File: src/rtl/execute_muldiv_ctrl.sv
// Iterative radix-2 sequencer for RV32M multiply/divide in the execute stage.
// Holds the pipeline while a 1-bit-per-cycle shift-add / restoring-divide runs.
module execute_muldiv_ctrl #(
    parameter int XLEN = 32
) (
    input  logic            clk,
    input  logic            rst_n,
    input  logic            ex_valid_i,
    input  logic            mdu_op_i,
    input  logic [2:0]      funct3_i,
    input  logic [XLEN-1:0] data1,
    input  logic [XLEN-1:0] data2,
    input  logic            flush_i,
    output logic            stall_o,
    output logic            busy_o,
    output logic            result_valid_o,
    output logic [XLEN-1:0] result_o,
    output logic            div_by_zero_o
);

    localparam int CW = $clog2(XLEN);

    typedef enum logic [1:0] {IDLE, CALC, DONE} state_t;

    state_t          state;
    logic [2:0]      f3_q;
    logic [XLEN-1:0] hi_q, lo_q, opa_q, res_q;
    logic [CW-1:0]   cnt_q;
    logic            neg_q, rem_neg_q, valid_q, dz_q;

    logic            start, is_div, s1, s2, na, nb, dz_in, ovf_in;
    logic [XLEN-1:0] mag_a, mag_b, fast_res;

    assign start  = ex_valid_i & mdu_op_i & ~flush_i;
    assign is_div = funct3_i[2];
    assign s1 = (funct3_i == 3'b001) | (funct3_i == 3'b010) |
                (funct3_i == 3'b100) | (funct3_i == 3'b110);
    assign s2 = (funct3_i == 3'b001) | (funct3_i == 3'b100) |
                (funct3_i == 3'b110);
    assign na    = s1 & data1[XLEN-1];
    assign nb    = s2 & data2[XLEN-1];
    assign mag_a = na ? -data1 : data1;
    assign mag_b = nb ? -data2 : data2;
    assign dz_in  = is_div & ~|data2;
    assign ovf_in = is_div & ~funct3_i[0] & &data2 &
                    (data1 == {1'b1, {(XLEN-1){1'b0}}});
    assign fast_res = dz_in ? (funct3_i[1] ? data1 : '1)
                            : (funct3_i[1] ? '0 : {1'b1, {(XLEN-1){1'b0}}});

    logic [XLEN:0]     sum, sh, diff;
    logic [XLEN-1:0]   hi_n, lo_n, q_s, r_s, mul_res, div_res;
    logic [2*XLEN-1:0] prod_s;

    always_comb begin
        sum  = {1'b0, hi_q} + (lo_q[0] ? {1'b0, opa_q} : '0);
        sh   = {hi_q, lo_q[XLEN-1]};
        diff = sh - {1'b0, opa_q};
        hi_n = sum[XLEN:1];
        lo_n = {sum[0], lo_q[XLEN-1:1]};
        if (f3_q[2]) begin
            // Restoring step: keep the trial difference only if it did not borrow.
            hi_n = diff[XLEN] ? sh[XLEN-1:0] : diff[XLEN-1:0];
            lo_n = {lo_q[XLEN-2:0], ~diff[XLEN]};
        end
        prod_s  = neg_q ? -{hi_n, lo_n} : {hi_n, lo_n};
        mul_res = (f3_q[1:0] == 2'b00) ? prod_s[XLEN-1:0]
                                       : prod_s[2*XLEN-1:XLEN];
        q_s     = neg_q ? -lo_n : lo_n;
        r_s     = rem_neg_q ? -hi_n : hi_n;
        div_res = f3_q[1] ? r_s : q_s;
    end

    always_ff @(posedge clk or negedge rst_n) begin
        if (!rst_n) begin
            state     <= IDLE;
            f3_q      <= '0;
            hi_q      <= '0;
            lo_q      <= '0;
            opa_q     <= '0;
            res_q     <= '0;
            cnt_q     <= '0;
            neg_q     <= 1'b0;
            rem_neg_q <= 1'b0;
            valid_q   <= 1'b0;
            dz_q      <= 1'b0;
        end else begin
            valid_q <= 1'b0;
            unique case (state)
                IDLE: if (start) begin
                    f3_q      <= funct3_i;
                    neg_q     <= na ^ nb;
                    rem_neg_q <= na;
                    hi_q      <= '0;
                    cnt_q     <= CW'(XLEN-1);
                    opa_q     <= is_div ? mag_b : mag_a;
                    lo_q      <= is_div ? mag_a : mag_b;
                    dz_q      <= dz_in;
                    if (dz_in | ovf_in) begin
                        state   <= DONE;
                        valid_q <= 1'b1;
                        res_q   <= fast_res;
                    end else begin
                        state <= CALC;
                    end
                end
                CALC: if (flush_i) begin
                    state <= IDLE;
                end else begin
                    hi_q <= hi_n;
                    lo_q <= lo_n;
                    if (cnt_q == '0) begin
                        state   <= DONE;
                        valid_q <= 1'b1;
                        res_q   <= f3_q[2] ? div_res : mul_res;
                    end else begin
                        cnt_q <= cnt_q - 1'b1;
                    end
                end
                DONE: state <= IDLE;
                default: state <= IDLE;
            endcase
        end
    end

    // A flush kills the hold and any pending result in the same cycle.
    assign stall_o = rst_n & ~flush_i &
                     (((state == IDLE) & start) | (state == CALC));
    assign busy_o         = (state != IDLE);
    assign result_valid_o = valid_q & ~flush_i;
    assign result_o       = res_q;
    assign div_by_zero_o  = dz_q & result_valid_o;

endmodule
File: config.mk
export PLATFORM = sky130hd
export DESIGN_NAME = execute_muldiv_ctrl
export DESIGN_NICKNAME = d
export VERILOG_FILES = /design/src/rtl/execute_muldiv_ctrl.sv
export SDC_FILE = /design/constraint.sdc
export NUM_CORES = 1
export LEC_CHECK = 0
export CELL_PAD_IN_SITES_DETAIL_PLACEMENT = 0
export CELL_PAD_IN_SITES_GLOBAL_PLACEMENT = 1
export CORE_MARGIN = 4
export CORE_UTILIZATION = 40
export CTS_CLUSTER_SIZE = 25
export DETAILED_ROUTE_END_ITERATION = 16
export PLACE_DENSITY_LB_ADDON = 0.1
export SETUP_SLACK_MARGIN = 0.15
export SLEW_MARGIN = 20
export SYNTH_ARGS = -nofsm -noshare
export SYNTH_HDL_FRONTEND = slang
export SYNTH_SLANG_ARGS = --single-unit
export TNS_END_PERCENT = 10
File: constraint.sdc
create_clock -name clk -period 14.4 [get_ports clk]
set_clock_uncertainty 0.15 [all_clocks]
set_input_delay 2.16 -clock clk [delete_from_list [all_inputs] [get_ports clk]]
set_output_delay 2.16 -clock clk [all_outputs]
set_load 0.05 [all_outputs]
Yosys cells after proc, flatten, opt, wreduce, memory -nomap -nowiden
Cells that the tools add are included.

Word-level logic and storage cells: 110. Output and inout bits: 36. Input bits: 72. Register bits after elaboration: 142.

Add/sub/neg operators: 8. Reductions and logical operators: 13. Mux-type cells: 42. Eq/ne operators: 12. Bitwise gates (word level): 24.

Operators with widths (count): two-way mux 32 bit (24); case mux 32 bit (2 select lines) (3); negator 32 bit (4); two-way mux 64 bit (1); negator 64 bit (1); adder 32 x 32 -> 33 bit (1); subtractor 33 x 32 -> 33 bit (1); equality test 32 bit, second input constant (1); AND reduction 32 bit (1); OR reduction 32 bit (1); two-way mux 5 bit (3); AND 1 bit (13); != test 2 bit, second input constant (5); case mux 5 bit (2 select lines) (1); two-way mux 2 bit (4); OR 1 bit (7); equality test 3 bit, second input constant (2); logical NOT 5 bit (1); AND reduction 5 bit (1); subtractor 5 x 1 -> 5 bit, second input constant (1); logical NOT 2 bit (2); two-way mux 1 bit (4); case mux 2 bit (2 select lines) (1); AND reduction 2 bit (2); 11 further kinds (14).

Logic depth before layout (Yosys ltp)
Depth after elaboration: 10. Mapped depth: 27. Mapped depth without buffers: 25.

Worst setup path after synthesis
Ideal clock, no wire load.

Kind: input to output. Start point: input port flush_i. End point: output port stall_o. Data required time: 12.090 ns. Arrival: 4.013 ns. Setup slack: 8.077 ns. Stages on the path: 6. Cell sequence: nand3b_1 or3_1 clkbuf_1 clkbuf_1 clkbuf_1 a21oi_1.

Word-level cells in the longest chain between the ends: 5. Elaborated cells on any way between the ends: 6.

Ends and longest elaborated chain: from (decl) (RTL line 13) `input logic flush_i,`; inverter 1 bit (*) (RTL line 34, 126); AND 1 bit (RTL line 34) `assign start = ex_valid_i & mdu_op_i & ~flush_i;`; AND 1 bit (RTL line 127) `(((state == IDLE) & start) | (state == CALC));`; OR 1 bit (RTL line 127); AND 1 bit (*) (RTL line 126) `assign stall_o = rst_n & ~flush_i &`; to (decl) (RTL line 14) `output logic stall_o,`.

Mark *: on every way between the ends. The rest lies on a longest branch, timed or not.

Worst setup path after layout
Start point: register lo_q[31]. End point: register res_q[22] (netlist: result_o[22]).

Word-level cells in the longest chain between the ends: 10. Elaborated cells on any way between the ends: 17.

Ends and longest elaborated chain: from (decl) (RTL line 27) `logic [XLEN-1:0] hi_q, lo_q, opa_q, res_q;`; from (signal assigned) (RTL line 96) `lo_q <= is_div ? mag_a : mag_b;`; from (signal assigned) (RTL line 110) `lo_q <= lo_n;`; subtractor 33 x 32 -> 33 bit (RTL line 57) `diff = sh - {1'b0, opa_q};`; two-way mux 32 bit or inverter 1 bit (tied branches) (RTL line 62, 63); two-way mux 32 bit (RTL line 60) `if (f3_q[2]) begin`; negator 64 bit, or another cell as far along (RTL line 65) `prod_s = neg_q ? -{hi_n, lo_n} : {hi_n, lo_n};`; two-way mux 64 bit, or another cell as far along (RTL line 65); two-way mux 32 bit (on tied branches) (RTL line 66, 70); two-way mux 32 bit (*) (RTL line 114) `res_q <= f3_q[2] ? div_res : mul_res;`; two-way mux 32 bit (*) (RTL line 111) `if (cnt_q == '0) begin`; two-way mux 32 bit (*) (RTL line 106) `CALC: if (flush_i) begin`; case mux 32 bit (2 select lines) (*) (RTL line 88) `unique case (state)`; to (signal assigned) (RTL line 101) `res_q <= fast_res;`; to (signal assigned) (RTL line 114); to (decl) (RTL line 27).

Mark *: on every way between the ends. The rest lies on a longest branch, timed or not. The select of a mux whose other input is x is not followed. A chain may end at the register's enable or synchronous reset.

==> metrics.txt <==
Post-synth EDFFs 0; vias in the first global route 16900; Die Ht 210 µm; worst setup margin 7.04 ns; first-pass GRT wire length approximately 100 mm; dpl ws 7.23 ns; mean post-synth cell area slightly above 7 µm²; max cap viols 0; crit path DAT 7.56 ns; Startpoint Class register; Most used DFF post-synth dfrtp_1; Top Metal Used met4; Netlist Area Pre-Place 0.0163 mm²; Area Overhead vs Synth 12.9%; Leak 7.32 nW; Final HPWL DP 54.2 mm; root buffer cell clkbuf_16; synth warn 0; final slew viol count 0; Setup-failing EPs final 0; grt total ovfl 0; nets between 2000 and 2500; Top Ports 108; vias per std cell 6.24; cell taking the most area after synthesis dfrtp_1; DRT iter0 DRCs 1874; DRC 0; Crit path required time approximately 15 ns; CP bufs+invs 4; RePlAce Congestion between 1 and 1.5; HP Class reg2reg; clock transition at the registers of the reported paths 0.06 ns; cts hold-fix bufs 0; #FFs+latches synth 142; Area contributors post-synth dfrtp_1 22%, a21oi_1 7.3%, o21ai_0 7.3%; DR pass1 iterations 6; Max VDD drop roughly 120 µV; M1 WL 31.3 mm; post-synthesis sequential area ratio 21.7%; Async SR Flop Fraction 100%; Placed Instance Area 0.0178 mm²; Final Hold Vio Count 0; critical path's slowest cell or4_1; total CTS buffers 17; Final Instance Area 0.0184 mm²; Worst-Skew Late Latency roughly 0.47 ns; ratio of cells with drive above 1 in the final layout 4.98%; Post-Syn Nets 2432; Starting Density 40.7%; die width between 200 and 250 µm; Max Fclk 0.136 GHz; clock sinks around 140; status finished, final reports clean; measured slew at the worst slew-check pin 1.15 ns; worst-path fanout max 41; Clock H-tree levels 4; # fillers approximately 4200; final antenna diode count 0; Cell variety after synth 85; CTS tree yes; Core Footprint around 0.04 mm²; Port Buffers between 100 and 150; setup bufs post-CTS 0; drt wl/cell 24.3 µm; met2 WL 30.8 mm; Clock Path Buffers 2; metal3 WL between 4 and 5 mm; min Tclk post-route approximately 7.4 ns; final WL just under 70 mm; RSZ-0062 raised after global routing no; WHS 0.330 ns; GRT Resource Usage Total 30.6%; largest net degree at the start of global routing 82; max_slew headroom roughly a quarter; Mapped Cells 2287; Critical Path End Type register; CTS-repair resized insts 0; vias 17800; fin crit share 51.1%; Pwr Density 256 mW/mm²; top-area cell type share of the netlist area 21.7%; initial antenna violation count 3; row cnt 73; delay-heaviest family, CP simple AND/OR/NAND/NOR gates; Setup CP Type reg2reg; Setup TNS Final 0 ns; full die area 0.0441 mm²; CP max stage delay slightly above 0.6 ns; post-route ant nets 0
-- final timing paths --
check                              from      endpoint  slack [ns]  cells after the start
hold reg to reg            result_o[14]  result_o[14]        0.33                      1
max in group asynchronous         rst_n       f3_q[2]       11.17                      2
min in group asynchronous         rst_n     opa_q[25]        1.47                      1
setup reg to reg               lo_q[31]  result_o[22]        7.04                     27
setup / recovery               lo_q[31]  result_o[22]        7.04                     27
hold / removal             result_o[14]  result_o[14]        0.33                      1
-- final cells by class --
| type | instances | area [µm²] | share of cell area, % |
|---|---|---|---|
| Clock buffer | 21 | 470 | 2.55 |
| Sequential cell | 142 | 3560 | 19.3 |
| Timing Repair Buffer | 141 | 1330 | 7.18 |
| Multi-Input combinational cell | 1926 | 11900 | 64.8 |
| Tap cell | 525 | 657 | 3.56 |
| Inverter | 86 | 323 | 1.75 |
| Clock inverter | 11 | 163 | 0.882 |
-- cells in the final DEF (no fill, tap or decap), drive strengths merged, types with 23 or more instances in the layout --
cell type,instances
a211oi,27
a21o,26
a21oi,241
and2,49
buf,36
clkdlybuf4s50,105
dfrtp,142
ha,71
inv,84
mux2i,57
nand2,270
nand3,58
nand4,25
nor2,211
nor2b,23
nor3,60
nor4,24
o21ai,250
o31ai,30
or3,27
xnor2,116
xor2,56
-- state kept, by name, summed over array words and instances, names as in the netlist, 2 cells and up --
signal / flops
result_o: 32
hi_q: 32
cnt_q: 5
f3_q: 3
state: 2
opa_q: 32
lo_q: 32
-- synth_stat cells, drive strengths merged (10+ instances only) --
library cell / n
a211oi: 27
a21o: 26
a21oi: 241
a221oi: 11
a311oi: 13
a31oi: 17
and2: 49
and3: 16
buf: 40
clkbuf: 93
dfrtp: 142
ha: 71
inv: 84
mux2: 13
mux2i: 57
nand2: 270
nand2b: 17
nand3: 58
nand4: 25
nor2: 211
nor2b: 23
nor3: 60
nor3b: 10
nor4: 24
o211ai: 22
o21a: 11
o21ai: 250
o221ai: 10
o31ai: 30
o41ai: 14
or3: 27
or4: 17
xnor2: 116
xor2: 56
-- metrics by stage --
| step | utilization [%] | cells | power [mW] |
|---|---|---|---|
| 2_1_floorplan | - | 2287 | 3.09 |
| 3_3_place_gp | 44.4 | 2820 | 4.12 |
| 3_5_place_dp | 44.4 | 2820 | 4.13 |
| 4_1_cts | 46.0 | 2852 | 4.65 |
| 5_1_grt | 46.0 | 2852 | 5.05 |
| 6_report | 46.0 | 2852 | 4.72 |
-- where the power goes --
part | switching [mW] | total (mW) | internal, mW
Sequential | 0.176 | 0.712 | 0.536
Clock | 0.194 | 0.496 | 0.302
Combinational | 2.31 | 3.51 | 1.20
Total | 2.68 | 4.72 | 2.04
-- worst register-to-register path, cell delays in order (launching register included) --
cell and delay (ns):
dfrtp_1 0.41, inv_1 0.10, ha_1 0.17, inv_1 0.05, fa_1 0.42, a211oi_1 0.27
o21ai_1 0.27, o21ai_1 0.33, a21oi_1 0.19, o211ai_4 0.21, buf_4 0.47, nor2_1 0.08
buf_4 0.20, a21oi_1 0.18, ha_1 0.21, nor3b_1 0.23, o221ai_1 0.18, or2_2 0.35
nor2_1 0.19, nand4_1 0.37, nor3_1 0.56, o2111ai_1 0.25, or4_1 0.61, o21ai_0 0.26
xnor2_1 0.16, o22ai_1 0.12, o221ai_1 0.17, nand2_1 0.08
-- per-layer routing --
metal | GRT usage, % | vias up
met4 | 12.0 | 0
met1 | 42.8 | 8560
met3 | 3.97 | 124
met5 | 0 | -
li1 | - | 8369
met2 | 48.2 | 745
-- cells by family after synthesis --
| logic type | Yosys count | share of synthesized area, % |
|---|---|---|
| DFF | 142 | 21.7 |
| and+or+nand+nor | 833 | 24.1 |
| AOI/OAI and AO/OA | 778 | 29.5 |
| buffers and inverters | 219 | 5.32 |
| xor gates and xnor gates | 172 | 9.22 |
| muxes | 70 | 4.39 |
| adders and majority gates | 73 | 5.68 |
Note: power is estimated with default switching activity, not from simulation.
